### src/rtl/dsp_pipe_chain.sv
// dsp_pipe_chain: per-channel clock-enabled delay line with runtime tap.
// Option macro DSP_PIPE_ZERO_INVALID_EN: zero dout when selected valid is 0.
module dsp_pipe_chain #(
  parameter int WIDTH    = 18,
  parameter int DEPTH    = 4,
  parameter int CHANNELS = 2,
  localparam int SW      = $clog2(DEPTH + 1)
) (
  input  logic                      clk,
  input  logic                      rst,
  input  logic                      sclr_i,
  input  logic [CHANNELS-1:0]       ce_i,
  input  logic [CHANNELS*WIDTH-1:0] din_i,
  input  logic [CHANNELS-1:0]       din_vld_i,
  input  logic [CHANNELS*SW-1:0]    tap_i,
  output logic [CHANNELS*WIDTH-1:0] dout_o,
  output logic [CHANNELS-1:0]       dout_vld_o,
  output logic [CHANNELS-1:0]       tap_err_o
);

  localparam logic [SW-1:0] DMAX = SW'(DEPTH);

  logic [CHANNELS-1:0][DEPTH-1:0][WIDTH-1:0] s_q, s_d;
  logic [CHANNELS-1:0][DEPTH-1:0]            v_q, v_d;
  logic [CHANNELS-1:0]                       err_q, err_d;
  logic [SW-1:0]                             tsel;

  // Next state: clear beats shift; shift only on the channel's enable.
  always_comb begin
    s_d   = s_q;
    v_d   = v_q;
    err_d = err_q;
    for (int c = 0; c < CHANNELS; c++) begin
      if (sclr_i) begin
        s_d[c]   = '0;
        v_d[c]   = '0;
        err_d[c] = 1'b0;
      end else begin
        if (ce_i[c]) begin
          s_d[c][0] = din_i[c*WIDTH +: WIDTH];
          v_d[c][0] = din_vld_i[c];
          for (int k = 1; k < DEPTH; k++) begin
            s_d[c][k] = s_q[c][k-1];
            v_d[c][k] = v_q[c][k-1];
          end
        end
        if (tap_i[c*SW +: SW] > DMAX) begin
          err_d[c] = 1'b1;
        end
      end
    end
  end

  // Stage, valid-shadow and sticky error registers.
  always_ff @(posedge clk or posedge rst) begin
    if (rst) begin
      s_q   <= '0;
      v_q   <= '0;
      err_q <= '0;
    end else begin
      s_q   <= s_d;
      v_q   <= v_d;
      err_q <= err_d;
    end
  end

  // Tap mux: bypass at 0, stage tap-1 otherwise, clamp past the end.
  always_comb begin
    dout_o     = '0;
    dout_vld_o = '0;
    tsel       = '0;
    for (int c = 0; c < CHANNELS; c++) begin
      tsel = tap_i[c*SW +: SW];
      if (tsel == '0) begin
        dout_o[c*WIDTH +: WIDTH] = din_i[c*WIDTH +: WIDTH];
        dout_vld_o[c]            = din_vld_i[c];
      end else begin
        for (int k = 0; k < DEPTH; k++) begin
          if (tsel == SW'(k + 1) ||
              (k == DEPTH - 1 && tsel > DMAX)) begin
            dout_o[c*WIDTH +: WIDTH] = s_q[c][k];
            dout_vld_o[c]            = v_q[c][k];
          end
        end
      end
`ifdef DSP_PIPE_ZERO_INVALID_EN
      if (!dout_vld_o[c]) begin
        dout_o[c*WIDTH +: WIDTH] = '0;
      end
`else
`endif
    end
  end

  assign tap_err_o = err_q;

endmodule

### config.mk
export PLATFORM = sky130hd
export DESIGN_NAME = dsp_pipe_chain
export DESIGN_NICKNAME = d
export VERILOG_FILES = /design/src/rtl/dsp_pipe_chain.sv
export SDC_FILE = /design/constraint.sdc
export NUM_CORES = 1
export LEC_CHECK = 0
export ABC_AREA = 1
export BUFFER_PORTS_ARGS = -buffer_cell sky130_fd_sc_hd__buf_2
export CAP_MARGIN = 20
export CORE_AREA = 2 2 150 152
export DETAILED_ROUTE_END_ITERATION = 16
export DIE_AREA = 0 0 152 154
export HOLD_SLACK_MARGIN = 0.15
export MAX_ROUTING_LAYER = met4
export PLACE_DENSITY = 0.62
export SLEW_MARGIN = 20
export SYNTH_ARGS = -nofsm -noshare
export SYNTH_HDL_FRONTEND = slang
export SYNTH_SLANG_ARGS = --single-unit
### constraint.sdc
create_clock -name clk -period 15.3 [get_ports clk]
set_clock_uncertainty 0.1 [all_clocks]
set_input_delay 2.295 -clock clk [delete_from_list [all_inputs] [get_ports clk]]
set_output_delay 2.295 -clock clk [all_outputs]
set_load 0.1 [all_outputs]
* After elaboration in Yosys (flattened, before gate mapping) *
Index checks and enable logic that the tools add are counted.

word-level totals
  input bits = 49
  register bits = 154

operators by class
  $lt $le $gt $ge = 2
  mux-type cells = 32
  eq/ne operators = 8
  reduce and logical (&&, ||, !) cells = 8

operators with widths
  operator                                                                count
  72-bit two-way mux                                                      4
  18-bit two-way mux                                                      10
  4-bit two-way mux                                                       4
  1-bit two-way mux                                                       14
  3-bit by 2-bit equality test with 1-bit output (second input constant)  4
  2-bit nonzero test                                                      4
  3-bit by 1-bit equality test with 1-bit output (second input constant)  2
  3-bit equality test (second input constant)                             2
  3-bit > comparator (second input constant)                              2
  3-bit logical NOT                                                       2
  1-bit logical OR                                                        2

* Depth between registers and ports, before layout *
Gate-level depths: netlist of the first run.

  depth in word-level cells = 6
  depth in mapped cells = 7

* Least setup slack after synthesis of the first run *
Ideal clock, no wire load.

  path kind = input to output
  start point = in tap_i[2]
  end point = out dout_o[0]
  arrival = 3.546 ns
  path slack = 9.359 ns
  buffers on the path = 1
  cell stages on the path = 6
  required time = 12.905 ns
  path through = nor2_2 > buf_4 > nand3_1 > nand2_1 > nand2_1 > nand2_1

on the way
  cells in the longest elaborated chain, start to end = 6
  elaborated cells between the ends (all ways) = 12

ends and longest elaborated chain
  element                                         line  RTL
  start: declaration                              15    input logic [CHANNELS*SW-1:0] tap_i,
  3-bit by 1-bit equality test with 1-bit output  79    if (tsel == SW'(k + 1) ||
  18-bit two-way mux (4 in series)                79
  18-bit two-way mux *                            74    if (tsel == '0) begin
  end: declaration                                16    output logic [CHANNELS*WIDTH-1:0] dout_o,

Mark *: on every way between the ends. The rest lies on a longest branch, timed or not.

* Worst setup path in the final report of the first run *
  start point = in tap_i[1]
  end point = out dout_o[2]

The elaborated chain is that of the path after synthesis.

==> out/summary.md, run 1 <==
Clock tree
• 0.06 ns — Clock Pin Slew Worst Setup and Hold Paths
• 0 — CTS Hold Buffers Added
• 0 — number of gates given a new drive strength after cts
• 154 — clock net sink count
• 4 — depth of the CTS H-tree
• sky130_fd_sc_hd__clkbuf_16 — clock root buffer master
• yes — TritonCTS clock tree
• 17 — number of buffers added by the clock tree synthesis step
• 0.42 ns — clock latency on the worst-skew pair
• 2 — CTS Buffer Depth
• 0 — Post CTS Setup Buffer Count

Cells and area
• 14.21% — synthesis-to-finish area growth
• sky130_fd_sc_hd__inv_1 (191), sky130_fd_sc_hd__nand2_1 (154), sky130_fd_sc_hd__dfrtp_1 (154) — top library cells by usage in the layout, fill and taps aside
• 8549 µm² — Finished Cell Area
• 13.95% — fraction of layout instances using a drive strength above 1
• 2227 — Fillers
• 0 — diode count
• 1026 — Post-layout nets
• sky130_fd_sc_hd__inv_1 — most common library cell in the layout ignoring fill and taps

Worst setup path
• primary output — nature of the critical path endpoint
• input pin — startpoint type of the worst setup path
• 4.48 ns — arrival time worst endpoint
• tap_i[1] — beginning of the critical path
• 12.90 ns — endpoint required time on the critical path
• 40 — top fanout value on the critical path
• s_q[4] — Crit Reg-Reg Startpoint
• in -> out — Setup Crit Path Kind

Placed design
• 7965 µm² — area of placed instances
• 0.7962 — routability congestion estimate from global placement
• 88 — number of buffers inserted by port buffering
• 11340 µm — Detailed Place HPWL

Min path
• tap_err_o[0] — start point of the worst min-delay path
• reg -> reg — path class of the lowest-slack min-delay path

Power
• 42.8% — relative contribution of sequential cells to total power
• 15.2% — power share of the combinational group
• 0.9905 mW — overall power after layout
• 0.06264 mV — IR drop worst, VDD
• 0.3033 mW — switching power of the nets
• 3.968 nW — static leakage
• 115.9 nW/µm² — total power divided by cell area
• 42.0% — fraction of power consumed by the clock network
• 30.62% — switching power as a share of total power
• 0.6872 mW — design internal power

Timing
• 145.5 MHz — highest clock rate
• 6.873 ns — minimum clock period
• 1.011 ns — worst slew pin tran
• 32.52% — worst slew margin relative to its limit
• 0.3875 ns — hold_ws
• 0 ns — Post-Route Setup TNS
• 0 — final max-slew violation count
• 44.92% — part of the cycle the worst path needs
• 0 — number of hold-slack violations in the final timing report
• 0 — final setup violation count
• no — unrepaired setup endpoints after global routing

Route
• 0 — Final ANT Viol Nets
• 14.91 µm — WL/cell
• 5 — DR pass1 iterations
• 6324 — Via Count
• 0 — post-route DRC violation count
• 4.983 — Vias per Instance
• 18920 µm — Total Wirelength
• 459 — detailed router's first-iteration violation count

GRT
• met2 — Most Crowded Layer GR
• 25.29% — global routing met2 resource utilization
• 6220 — via count of the first global-routing pass
• 23.10% — met1 demand-to-capacity share in global routing
• 0 — antenna violations before repair
• 0 — total congestion overflow
• 79 — pin count of the biggest net entering global routing
• 3.185% — met3 Resource Use GR
• 16.69% — Global Route Usage Sum
• 31480 µm — global-route wire length before repair

Floorplanning
• 34.52% — effective utilization at floorplan
• 152 µm — die outline width
• 154 µm — y dimension of the die
• 21690 µm² — Placeable Area
• 89 — number of top-level design ports
• 23410 µm² — die footprint
• 54 — Site Rows

Yosys
• 51.48% — part of the Yosys area used for sequential elements
• 154 — synthesized flop and latch total
• 8.067 µm² — Synth Area per Inst
• 928 — gate count after technology mapping
• 51.48% — fraction of post-synthesis cell area in the top cell type by area
• 7486 µm² — netlist area before placement
• 0 — yosys warns
• sky130_fd_sc_hd__dfrtp_1 — largest area contributor in the netlist
• 17 — post-synth cell types
• 977 — post-synth net total
• sky130_fd_sc_hd__dfrtp_1 (51%), sky130_fd_sc_hd__inv_1 (9.6%), sky130_fd_sc_hd__o22ai_1 (9.5%), sky130_fd_sc_hd__nand2_1 (7.8%), sky130_fd_sc_hd__nand3_1 (7.6%) — most area-consuming cells after synthesis

Run status
• complete, no violations — result of the run

Job
• 0 — Max-cap violations

-- registers in the layout, summed over array words and instances (netlist names) --
signal and cells:
v_q 8, s_q 144, tap_err_o 2
-- Yosys cell counts --
cell / count
sky130_fd_sc_hd__o22ai_1: 114
sky130_fd_sc_hd__nor2_4: 2
sky130_fd_sc_hd__buf_6: 10
sky130_fd_sc_hd__nor2_2: 4
sky130_fd_sc_hd__nor2_1: 8
sky130_fd_sc_hd__buf_2: 26
sky130_fd_sc_hd__inv_2: 4
sky130_fd_sc_hd__clkbuf_1: 20
sky130_fd_sc_hd__nand3_1: 114
sky130_fd_sc_hd__inv_1: 192
sky130_fd_sc_hd__dfrtp_1: 154
sky130_fd_sc_hd__buf_1: 3
sky130_fd_sc_hd__nand2_1: 156
sky130_fd_sc_hd__o21ai_0: 107
sky130_fd_sc_hd__o21ai_1: 7
sky130_fd_sc_hd__buf_4: 5
sky130_fd_sc_hd__or2_1: 2
-- stage by stage --
step / util, % / instances / worst slack, ns
after global placement: 36.73 / 1238 / 8.505
final: 39.42 / 1269 / 8.427
after global routing: 39.42 / 1269 / 8.276
after CTS: 39.37 / 1269 / 8.463
after detailed placement: 36.73 / 1238 / 8.472
after floorplan: - / 928 / 8.755
-- layer usage --
layer  wire [µm]  vias to the layer above
met4         218                        0
met5           0                        -
met3        1058                       21
li1            -                     3108
met1        8954                     3014
met2        8688                      181
-- area by class of cell --
cell class                 instances  area (µm²)  area share, %
clock inverter                    12       141.4          1.654
timing repair buffer              94       485.5          5.678
inverter                         196       740.7          8.664
tap                              280       350.3          4.098
sequential                       154        3854          45.08
clock buffer                      19       432.9          5.064
multi-input combinational        514        2545          29.77
-- final timing paths --
check | endpoint | cells after the start | slack [ns]
max | dout_o[2] | 8 | 8.43
min in group asynchronous | s_q[70] | 2 | 1.88
min reg2reg | tap_err_o[0] | 2 | 0.39
max in group asynchronous | v_q[4] | 3 | 11.74
max reg2reg | s_q[4] | 2 | 14.49
min | tap_err_o[0] | 2 | 0.39
-- critical path, stage by stage --
cell	delay, ns
sky130_fd_sc_hd__buf_2	0.33
sky130_fd_sc_hd__nor2_1	0.78
sky130_fd_sc_hd__buf_4	0.33
sky130_fd_sc_hd__nand3_1	0.09
sky130_fd_sc_hd__o21ai_0	0.12
sky130_fd_sc_hd__inv_1	0.06
sky130_fd_sc_hd__nand2_1	0.06
sky130_fd_sc_hd__buf_2	0.42
-- power groups by stage --
stage               Sequential (mW)  Combinational (mW)  Clock, mW
finish                        0.424               0.151      0.416
global placement              0.431               0.151          0
CTS                           0.424               0.152      0.426
detailed placement            0.431               0.151          0
floorplan                     0.433               0.117          0
global route                  0.425               0.163      0.444
-- cells by family (layout without fill, tap and decap cells) --
group	after synthesis	after routing	synth area share (%)
AND/OR/NAND/NOR	286	286	16.65
buffers and inverters	260	321	14.72
AO/OA/AOI/OAI	228	228	17.15
flip-flops	154	154	51.48
Note: power is estimated with default switching activity, not from simulation.
==> inputs of run 2 (changes only) <==
Settings changed: PLACE_DENSITY 0.62 to 0.64.
Clock period 15.3 ns to 5.6 ns, I/O delays scaled along.
==> run 2 against run 1 <==
Compared with the run above: routed wire length shrank 1.7%; sequential share of layout area down 0.18 points; register-to-register slack got worse by 9.7 ns; cell count is essentially flat; cell area up 0.41%; largest cell class unchanged; flip-flop and latch count did not move; non-clock buffer count did not move.
==> out/summary.md, run 2 (same netlist as run 1, synthesis figures left out) <==
Min path
• 2 — worst hold path depth, unchanged
• tap_err_o[1] — start point of the worst min-delay path
• tap_err_o[1] — destination of the worst hold path
• reg -> reg — path class of the lowest-slack min-delay path

Placed design
• 11140 µm — Detailed Place HPWL, -1.8%
• 7965 µm² — area of placed instances, unchanged
• 88 — number of buffers inserted by port buffering, unchanged
• 1.740 ns — worst setup timing slack at the placement stage, -6.731 ns
• 0.7867 — routability congestion estimate from global placement, -1.2%

Worst setup path
• input pin — startpoint type of the worst setup path
• 40 — top fanout value on the critical path, unchanged
• 0.80 ns — CP peak stage delay, +0.02 ns
• 2 — depth of the most critical reg-to-reg path, unchanged
• s_q[91] — Crit Reg-Reg Startpoint
• primary output — nature of the critical path endpoint
• 2.96 ns — arrival time worst endpoint, -1.52 ns
• sky130_fd_sc_hd__nand2_1 — most used cell, CP
• s_q[109] — worst reg2reg path endpoint
• in -> out — Setup Crit Path Kind
• buf_2 > nand2_1 > nor2_2 > nand2_1 > nand2_1 > nand2_1 > buf_2 — cells along the critical path
• 4.78 ns — worst-case register-to-register setup slack, -9.71 ns
• sky130_fd_sc_hd__nor2_2 — cell with the largest stage delay on the worst path
• 4.66 ns — endpoint required time on the critical path, -8.24 ns

Cells and area
• 144 — number of flip-flops under the largest register name, unchanged
• 3854 µm² — register area, unchanged
• sky130_fd_sc_hd__inv_1 — most common library cell in the layout ignoring fill and taps
• 14.67% — synthesis-to-finish area growth
• 0 — diode count, unchanged
• 1026 — Post-layout nets, unchanged
• 14.04% — fraction of layout instances using a drive strength above 1, +0.087 points
• sky130_fd_sc_hd__inv_1 (191), sky130_fd_sc_hd__nand2_1 (154), sky130_fd_sc_hd__dfrtp_1 (154) — top library cells by usage in the layout, fill and taps aside
• 2545 µm² — area of the multi-input gates, unchanged
• 2175 — Fillers, -2.3%
• s_q — top register by number of flip-flops
• 8584 µm² — Finished Cell Area, +0.41%
• 39.58% — final core utilization, +0.16 points

Clock tree
• 154 — clock net sink count, unchanged
• yes — TritonCTS clock tree
• 0 — CTS Hold Buffers Added, unchanged
• 17 — number of buffers added by the clock tree synthesis step, unchanged
• 0 — number of gates given a new drive strength after cts, unchanged
• 4 — depth of the CTS H-tree, unchanged
• 0 — Post CTS Setup Buffer Count, unchanged
• 2 — CTS Buffer Depth, unchanged
• sky130_fd_sc_hd__clkbuf_16 — clock root buffer master
• 0.42 ns — clock latency on the worst-skew pair, about the same
• 0.06 ns — Clock Pin Slew Worst Setup and Hold Paths, about the same

Floorplanning
• 89 — number of top-level design ports, unchanged
• 54 — Site Rows, unchanged
• 23410 µm² — die footprint, unchanged
• 34.52% — effective utilization at floorplan, unchanged
• 21690 µm² — Placeable Area, unchanged
• 154 µm — y dimension of the die, unchanged
• 152 µm — die outline width, unchanged

GRT
• 0 — total congestion overflow, unchanged
• 16.47% — Global Route Usage Sum, -0.22 points
• 31010 µm — global-route wire length before repair, -1.5%
• 99 — pin count of the biggest net entering global routing, +25%
• 6072 — via count of the first global-routing pass, -2.4%
• 0 — antenna violations before repair, unchanged

Route
• 418 — detailed router's first-iteration violation count, -8.9%
• 14.65 µm — WL/cell, -1.7%
• 18600 µm — Total Wirelength, -1.7%
• 6320 — Via Count, -0.063%
• 4.976 — Vias per Instance, -0.14%
• 0 — post-route DRC violation count, unchanged
• 5 — DR pass1 iterations, unchanged
• 0 — Final ANT Viol Nets, unchanged

Timing
• 1.018 ns — worst slew pin tran, +0.007260 ns
• 0 — final setup violation count, unchanged
• 69.72% — part of the cycle the worst path needs
• 3.904 ns — minimum clock period
• 256.1 MHz — highest clock rate
• 32.04% — worst slew margin relative to its limit, -0.48 points
• 0 ns — Post-Route Setup TNS, unchanged
• 1.696 ns — least setup slack across all paths after layout, -6.731 ns
• 0 — final max-slew violation count, unchanged
• 0 — number of hold-slack violations in the final timing report, unchanged
• 0.4057 ns — hold_ws, +0.01827 ns
• no — unrepaired setup endpoints after global routing

Power
• 3.985 nW — static leakage, +0.43%
• 0.1958 mV — IR drop worst, VDD, +210%
• 321.9 nW/µm² — total power divided by cell area, +180%

Job
• 0 — Max-cap violations, unchanged

Run status
• complete, no violations — result of the run

-- run 2: worst max-delay path by stage --
| stage | from | end | cells after the start |
|---|---|---|---|
| 2_1_floorplan | rst | s_q[0] | 1 |
| 3_3_place_gp | tap_i[4] | dout_o[33] | 7 |
| 3_5_place_dp | tap_i[4] | dout_o[18] | 7 |
| 4_1_cts | tap_i[4] | dout_o[18] | 7 |
| 5_1_grt | tap_i[4] | dout_o[24] | 7 |
| 6_report | tap_i[4] | dout_o[24] | 7 |
-- run 2: layout make-up --
class	count	share of cell area, %
Inverter	196	8.628
Timing Repair Buffer	94	5.655
Tap cell	280	4.081
Clock buffer	20	5.203
Sequential cell	154	44.89
Clock inverter	12	1.895
Multi-Input combinational cell	514	29.65
-- run 2: per-stage QoR --
| step | power (mW) | cells |
|---|---|---|
| detailed placement | 1.590 | 1238 |
| CTS | 2.786 | 1270 |
| global route | 2.868 | 1270 |
| finish | 2.763 | 1270 |
| global placement | 1.588 | 1238 |
| floorplan | 1.502 | 928 |
-- run 2: metal layers --
metal | vias to the layer above | track usage, % | part of all wire, %
met2 | 166 | 25.25 | 46
met4 | 0 | 3.427 | 0.84
li1 | 3113 | - | -
met3 | 15 | 3.523 | 5.2
met5 | - | - | 0
met1 | 3026 | 22.64 | 48
-- run 2: worst max-delay path: cells and delay by family --
kind	cells	cell delay [ns]
and+or+nand+nor	5	1.28
buffers and inverters	2	0.84
-- run 2: report_power, final --
group,internal [mW],switching [mW]
Clock,0.719,0.475
Combinational,0.0731,0.338
Sequential,1.14,0.0138
